## src/rtl/counter_pkg.sv

```systemverilog
// Shared definitions for the counter family: mode encodings, threshold FSM states, default widths.
package counter_pkg;

  localparam int UPPER_W_DEFAULT = 12;

  localparam logic [1:0] MODE_DOWN = 2'b01;
  localparam logic [1:0] MODE_LOAD = 2'b11;

  typedef enum logic {
    ST_BELOW = 1'b0,
    ST_ABOVE = 1'b1
  } thr_state_t;

endpackage

```

## src/rtl/counter_extender_snap_buffer.sv

```systemverilog
// Single-entry valid/ready snapshot register; capture lands on the next edge.
// A capture is accepted when empty or when the held entry is acked that same cycle, else flagged as a drop.
module snap_buffer #(
  parameter int W = 16
) (
  input  logic         clk,
  input  logic         reset,
  input  logic         capture,
  input  logic [W-1:0] cap_data,
  input  logic         snap_ready,
  output logic         snap_valid,
  output logic [W-1:0] snap_data,
  output logic         drop_evt
);

  logic accept;

  assign accept   = capture && (!snap_valid || snap_ready);
  assign drop_evt = capture && snap_valid && !snap_ready;

  always_ff @(posedge clk) begin
    if (reset) begin
      snap_valid <= 1'b0;
      snap_data  <= '0;
    end else if (accept) begin
      snap_valid <= 1'b1;
      snap_data  <= cap_data;
    end else if (snap_valid && snap_ready) begin
      snap_valid <= 1'b0;
    end
  end

endmodule

```

## src/rtl/counter_extender.sv

```systemverilog
// Extends the 4-bit counter with an upper register, sticky wrap flags and a threshold-crossing snapshot.
// Upper/flags update one edge after the cause; snapshot is presented one edge after a crossing via valid/ready.
module counter_extender
  import counter_pkg::*;
#(
  parameter int UPPER_W = UPPER_W_DEFAULT
) (
  input  logic               clk,
  input  logic               reset,
  input  logic               enable,
  input  logic [1:0]         mode,
  input  logic [3:0]         Q,
  input  logic               rco,
  input  logic               load,
  input  logic [UPPER_W+3:0] thr,
  input  logic               clr_flags,
  output logic [UPPER_W+3:0] ext_value,
  output logic               ovf,
  output logic               unf,
  output logic               snap_valid,
  output logic [UPPER_W+3:0] snap_data,
  input  logic               snap_ready,
  output logic               drop
);

  localparam int EXT_W = UPPER_W + 4;

  logic [UPPER_W-1:0] upper;
  logic [UPPER_W-1:0] upper_nxt;
  logic               set_ovf;
  logic               set_unf;
  logic               at_or_above;
  logic               crossing;
  logic               drop_evt;
  thr_state_t         state;

  assign ext_value   = {upper, Q};
  assign at_or_above = (ext_value >= thr);
  assign crossing    = (state == ST_BELOW) && at_or_above;

  // Load beats a step; a load-mode rco without load leaves upper alone.
  always_comb begin
    upper_nxt = upper;
    set_ovf   = 1'b0;
    set_unf   = 1'b0;
    if (load) begin
      upper_nxt = '0;
    end else if (enable && rco) begin
      case (mode)
        MODE_DOWN: begin
          upper_nxt = upper - UPPER_W'(1);
          set_unf   = (upper == '0);
        end
        MODE_LOAD: upper_nxt = upper;
        default: begin
          upper_nxt = upper + UPPER_W'(1);
          set_ovf   = &upper;
        end
      endcase
    end
  end

  always_ff @(posedge clk) begin
    if (reset) begin
      upper <= '0;
      ovf   <= 1'b0;
      unf   <= 1'b0;
      drop  <= 1'b0;
      state <= ST_BELOW;
    end else begin
      upper <= upper_nxt;
      ovf   <= set_ovf  || (ovf  && !clr_flags);
      unf   <= set_unf  || (unf  && !clr_flags);
      drop  <= drop_evt || (drop && !clr_flags);
      case (state)
        ST_BELOW: if (at_or_above)  state <= ST_ABOVE;
        ST_ABOVE: if (!at_or_above) state <= ST_BELOW;
        default:                    state <= ST_BELOW;
      endcase
    end
  end

  snap_buffer #(
    .W(EXT_W)
  ) u_snap (
    .clk        (clk),
    .reset      (reset),
    .capture    (crossing),
    .cap_data   (ext_value),
    .snap_ready (snap_ready),
    .snap_valid (snap_valid),
    .snap_data  (snap_data),
    .drop_evt   (drop_evt)
  );

endmodule
```

## config.mk

```make
export PLATFORM = sky130hd
export DESIGN_NAME = counter_extender
export DESIGN_NICKNAME = d
export VERILOG_FILES = /design/src/rtl/counter_pkg.sv /design/src/rtl/counter_extender_snap_buffer.sv /design/src/rtl/counter_extender.sv
export SDC_FILE = /design/constraint.sdc
export NUM_CORES = 1
export LEC_CHECK = 0
export CORE_ASPECT_RATIO = 1.5
export CORE_UTILIZATION = 40
export CTS_CLUSTER_SIZE = 40
export DETAILED_ROUTE_END_ITERATION = 7
export GPL_ROUTABILITY_DRIVEN = 0
export PLACE_DENSITY_LB_ADDON = 0.2
export SETUP_SLACK_MARGIN = 0.4
export SLEW_MARGIN = 20
export SYNTH_ARGS = -nofsm -noshare
export SYNTH_HDL_FRONTEND = slang
export SYNTH_SLANG_ARGS = --single-unit
```

## constraint.sdc

```tcl
create_clock -name clk -period 6.8 [get_ports clk]
set_clock_uncertainty 0.2 [all_clocks]
set_input_delay 1.36 -clock clk [delete_from_list [all_inputs] [get_ports clk]]
set_output_delay 1.36 -clock clk [all_outputs]
set_load 0.005 [all_outputs]
```

# Word level (Yosys, flattened, before mapping)
# Index checks and enable logic that the tools add are counted.
# W data, S select, Z words.
[totals]
ff_bits = 33
inputBits = 29
output_inout_bits = 36
wordCells = 46
[op_classes]
n_addsub = 2
order_cmp = 1
eq_ne = 2
muxes = 10
n_bitwise = 2
n_reduce_logical = 22
[op_table]
columns = ["op", "count"]
rows = [
  ["$pmux W12 S2", 1],
  ["$ge A16 B16 Y1", 1],
  ["$add A12 B1 Y12 const B", 1],
  ["$logic_not A12 Y1", 1],
  ["$reduce_and A12 Y1", 1],
  ["$sub A12 B1 Y12 const B", 1],
  ["$logic_and A1 B1 Y1", 9],
  ["$mux W1", 9],
  ["$logic_or A1 B1 Y1", 4],
  ["$reduce_or A2 Y1", 2],
  ["$logic_not A1 Y1", 3],
  ["$eq A2 B1 Y1 const B", 1],
  ["$eq A2 B2 Y1 const B", 1],
  ["$not A1 Y1", 2],
  ["$reduce_and A2 Y1", 1],
  ["$reduce_bool A2 Y1", 1],
]

# Logic depth before layout (Yosys ltp)
[logic_depth]
ltp_word = 6
mapped_depth = 9
depth_no_buf = 9

# Hierarchy
# From an unflattened synthesis, not the netlist that was laid out.
[hier_totals]
hier_cells = 263
hier_area_um2 = 2210.9
[modules_own_cells]
columns = ["module", "n_inst", "cells_each", "area_per_inst_um2"]
rows = [
  ["counter_extender", 1, 188, 1430.1],
  ["snap_buffer", 1, 75, 780.7],
]

# Worst setup path before layout
# No wires, ideal clock.
[synth_timing]
kind = "in2reg"
startpoint = "input mode[1]"
endpoint = "register upper[10]"
setup_ps = 118
arrival_ps = 3123
path_slack_ps = 3359
stages = 9
path_cell_list = "nand2b_1 inv_1 ha_1 nor2b_1 o31ai_1 a221oi_1 a31oi_1 xor2_1 o21ai_1"
[synth_via]
elab_chain_len = 3
word_cells_on_any_way = 5
[synth_lines]
columns = ["item", "line_no", "source"]
rows = [
  ["from (decl)", "counter_extender.sv:11", "input logic [1:0] mode,"],
  ["$eq A2 B2 Y1", "counter_extender.sv:49", "case (mode)"],
  ["$not A1 Y1 (no source line)", "n/a", ""],
  ["$reduce_and A2 Y1 (no source line)", "n/a", ""],
  ["to (signal assigned)", "counter_extender.sv:71", "upper <= upper_nxt;"],
  ["to (decl)", "counter_extender.sv:28", "logic [UPPER_W-1:0] upper;"],
]
# Parallel ways exist; a longest one is shown, timed or not.
# A chain may end at the register's enable or synchronous reset.

# Final worst setup path
[layout_timing]
startpoint = "input mode[0]"
endpoint = "register upper[10]"
# Same word-level chain as after synthesis.

==> metrics.md <==
| Metric | Value |
|---|---|
| Post-Synthesis Cells | `259` |
| Max cap viols | `0` |
| Met3 usage | `4.06%` |
| Boundary Pins | `65` |
| CTS Buf Count | `5` |
| Total core area | `5200 um^2` |
| Final ANT Viol Nets | `0` |
| I/O Buffers | `64` |
| Worst setup path class | `input pin to register` |
| GRT Total Usage | `20.6%` |
| RR Endpoint | `u_snap.snap_data[9]$_SDFFE_PP0P_` |
| Worst skew pair latency | `0.29 ns` |
| Die width | `62.3 um` |
| Sequential area share after synthesis | `30.3%` |
| Actual slew at the worst max-slew pin | `0.912 ns` |
| WL final | `5.57 mm` |
| Max Freq | `0.247 GHz` |
| Fraction of layout cells with a size suffix above 1 | `4.69%` |
| Hold buffer count at CTS | `0` |
| Ranking of synthesized cells by area | `dfxtp_1, ha_1, mux2i_1` |
| Syn-to-layout area delta | `35.6%` |
| Register Area | `661 um^2` |
| Global-route wire length before repair | `9.25 mm` |
| Htree depth | `2` |
| Critical R2R Launch | `upper[5]$_SDFFE_PP0P_` |
| Clock slew at reported path FFs | `0.07 ns` |
| Reg2reg setup slack | `4.16 ns` |
| Synth Net Count | `315` |
| Pin count of the biggest net entering global routing | `25` |
| Slew headroom | `39.0%` |
| Synth unique cells | `43` |
| GRT Max-Usage Layer | `met2` |
| Overflow after GRT | `0` |
| Final Cycle Share | `59.5%` |
| Fin Setup TNS | `0 ns` |
| HPWL after DPL | `4.20 mm` |
| Root buffer cell | `clkbuf_8` |
| # placed instances | `380` |
| Worst vdd ir | `0.0000614 V` |
| CTS tree | `yes` |
| RSZ-0062 raised after global routing | `false` |
| # Post-CTS Setup Buffers | `0` |
| Hold-critical path depth | `2` |
| Multi-input combinational cell area | `1380 um^2` |
| Die height | `92.4 um` |
| Min Clock Period, post-route | `4.05 ns` |
| Final hold vios | `0` |
| Yosys warning count | `0` |
| HP Class | `register to register` |
| Share of the synthesized area in the top cell type | `30.3%` |
| Hold Startpoint | `ovf$_SDFF_PP0_` |
| Vias in the first global route | `1955` |
| Met2 Usage GRT | `37.1%` |
| ANT cells | `0` |
| M1 GR Usage | `22.4%` |
| Hold endpoint | `ovf$_SDFF_PP0_` |
| Clock Path Buffers | `2` |
| CP required | `6.78 ns` |
| Critical path startpoint category | `input pin` |
| Core Rows | `32` |
| CP max FO | `13` |
| Initial drt markers | `60` |
| CTS sink cnt | `33` |
| EDFF count, synth | `0` |
| Cell leakage power | `0.00117 uW` |
| CTS resizes | `0` |
| Ys flop type | `dfxtp_1` |
| Area of the mapped netlist | `2180 um^2` |
| Vias | `2059` |
| Most common cell in the netlist | `dfxtp_1` |
| Final net count | `375` |
| Cell depth of the worst flop-to-flop path | `7` |
| Post-route insts no fill | `388` |
| Slew Limit Fails | `0` |
| DIE AREA | `5760 um^2` |
| PwrDens | `151 nW/um^2` |
| Fillers | `488` |
| Synthesized area per cell | `8.42 um^2` |
| Initial antenna violation count | `0` |
| DRC | `0` |
| Status | `finished, final reports clean` |
| # setup viols final | `0` |
| Vias per cell | `5.31` |
| Commonest cells in the netlist | `dfxtp_1, nor2_1, ha_1` |
| Yosys reg bits | `33` |
| 1st-pass router iterations | `4` |
| Initial Util | `41.9%` |
| Endpoint class of the critical path | `register` |
| Wire length per cell | `14.3 um` |
| Worst Path Arrival | `4.03 ns` |
| Leading area contributor after synthesis | `dfxtp_1` |
| Share of flip-flops with an asynchronous set or reset | `0%` |
-- cell type report --
class	count	area share, %
clock buffer	5	2.33
clock inverter	3	1.57
inverter	21	2.66
multi-input combinational	194	46.6
sequential	33	22.3
tap	68	2.88
timing repair buffer	64	21.7
-- how the worst max path moves through the flow --
stage / from / slack, ns / depth (start not counted) / to
3_3_place_gp: mode[0] / 2.54 / 10 / upper[10]$_SDFFE_PP0P_
5_1_grt: mode[0] / 2.57 / 10 / upper[10]$_SDFFE_PP0P_
3_5_place_dp: mode[0] / 2.46 / 10 / upper[10]$_SDFFE_PP0P_
2_1_floorplan: mode[1] / 3.36 / 9 / upper[10]$_SDFFE_PP0P_
4_1_cts: mode[0] / 2.77 / 10 / upper[10]$_SDFFE_PP0P_
6_report: mode[0] / 2.75 / 10 / upper[10]$_SDFFE_PP0P_
-- kinds of logic (layout without fill, tap and decap cells) --
| family | Yosys count | after routing | synth area share [%] |
|---|---|---|---|
| adder cells (fa/ha/maj) | 27 | 27 | 15.8 |
| flip-flops | 33 | 33 | 30.3 |
| AND/OR/NAND/NOR | 91 | 91 | 21.1 |
| XOR/XNOR | 7 | 7 | 2.81 |
| multiplexers | 16 | 16 | 7.34 |
| buffers and inverters | 32 | 93 | 6.54 |
| AO/OA/AOI/OAI | 53 | 53 | 16.1 |
-- routing by layer --
metal,up-vias,wire length [um]
met5,-,0
met4,0,125
met3,8,325
met2,68,2880
met1,948,2240
li1,1035,-
-- state kept, by name, indices dropped and copies added, names as in the netlist --
| signal | count |
|---|---|
| drop | 1 |
| ovf | 1 |
| state | 1 |
| u_snap.snap_data | 16 |
| u_snap.snap_valid | 1 |
| unf | 1 |
| upper | 12 |
-- layout by cell type, fill, tap and decap left out, drive strengths merged, types with 7 or more instances in the layout --
cell and count:
nand2 15, a21oi 19, mux2i 16, nor2 28, inv 21, o21ai 10, ha 26, clkdlybuf4s50 64
dfxtp 33, nand3 14, nor3 7
-- worst max-delay path: stages --
cell and delay [ns]:
clkdlybuf4s50_1 0.57, nand2b_1 0.15, inv_1 0.37, ha_1 0.36, nor2b_1 0.17, o31ai_1 0.37, a221oi_1 0.21, a31oi_1 0.24
xor2_1 0.16, o21ai_1 0.08
-- stage by stage --
step	power, uW	hold slack [ns]	area [um^2]	worst slack [ns]	util (%)
3_3_place_gp	266	0.258	2840	2.54	54.6
6_report	447	0.288	2960	2.75	56.8
5_1_grt	471	0.321	2960	2.57	56.8
2_1_floorplan	237	0.261	2180	3.36	-
4_1_cts	452	0.289	2960	2.77	56.8
3_5_place_dp	267	0.278	2840	2.46	54.6
-- power breakdown --
part | leakage (uW) | internal (uW) | switching (uW)
clock | 0.0000543 | 110 | 75.0
combinational | 0.000848 | 34.4 | 30.0
sequential | 0.000266 | 195 | 3.31
Note: power is estimated with default switching activity, not from simulation.
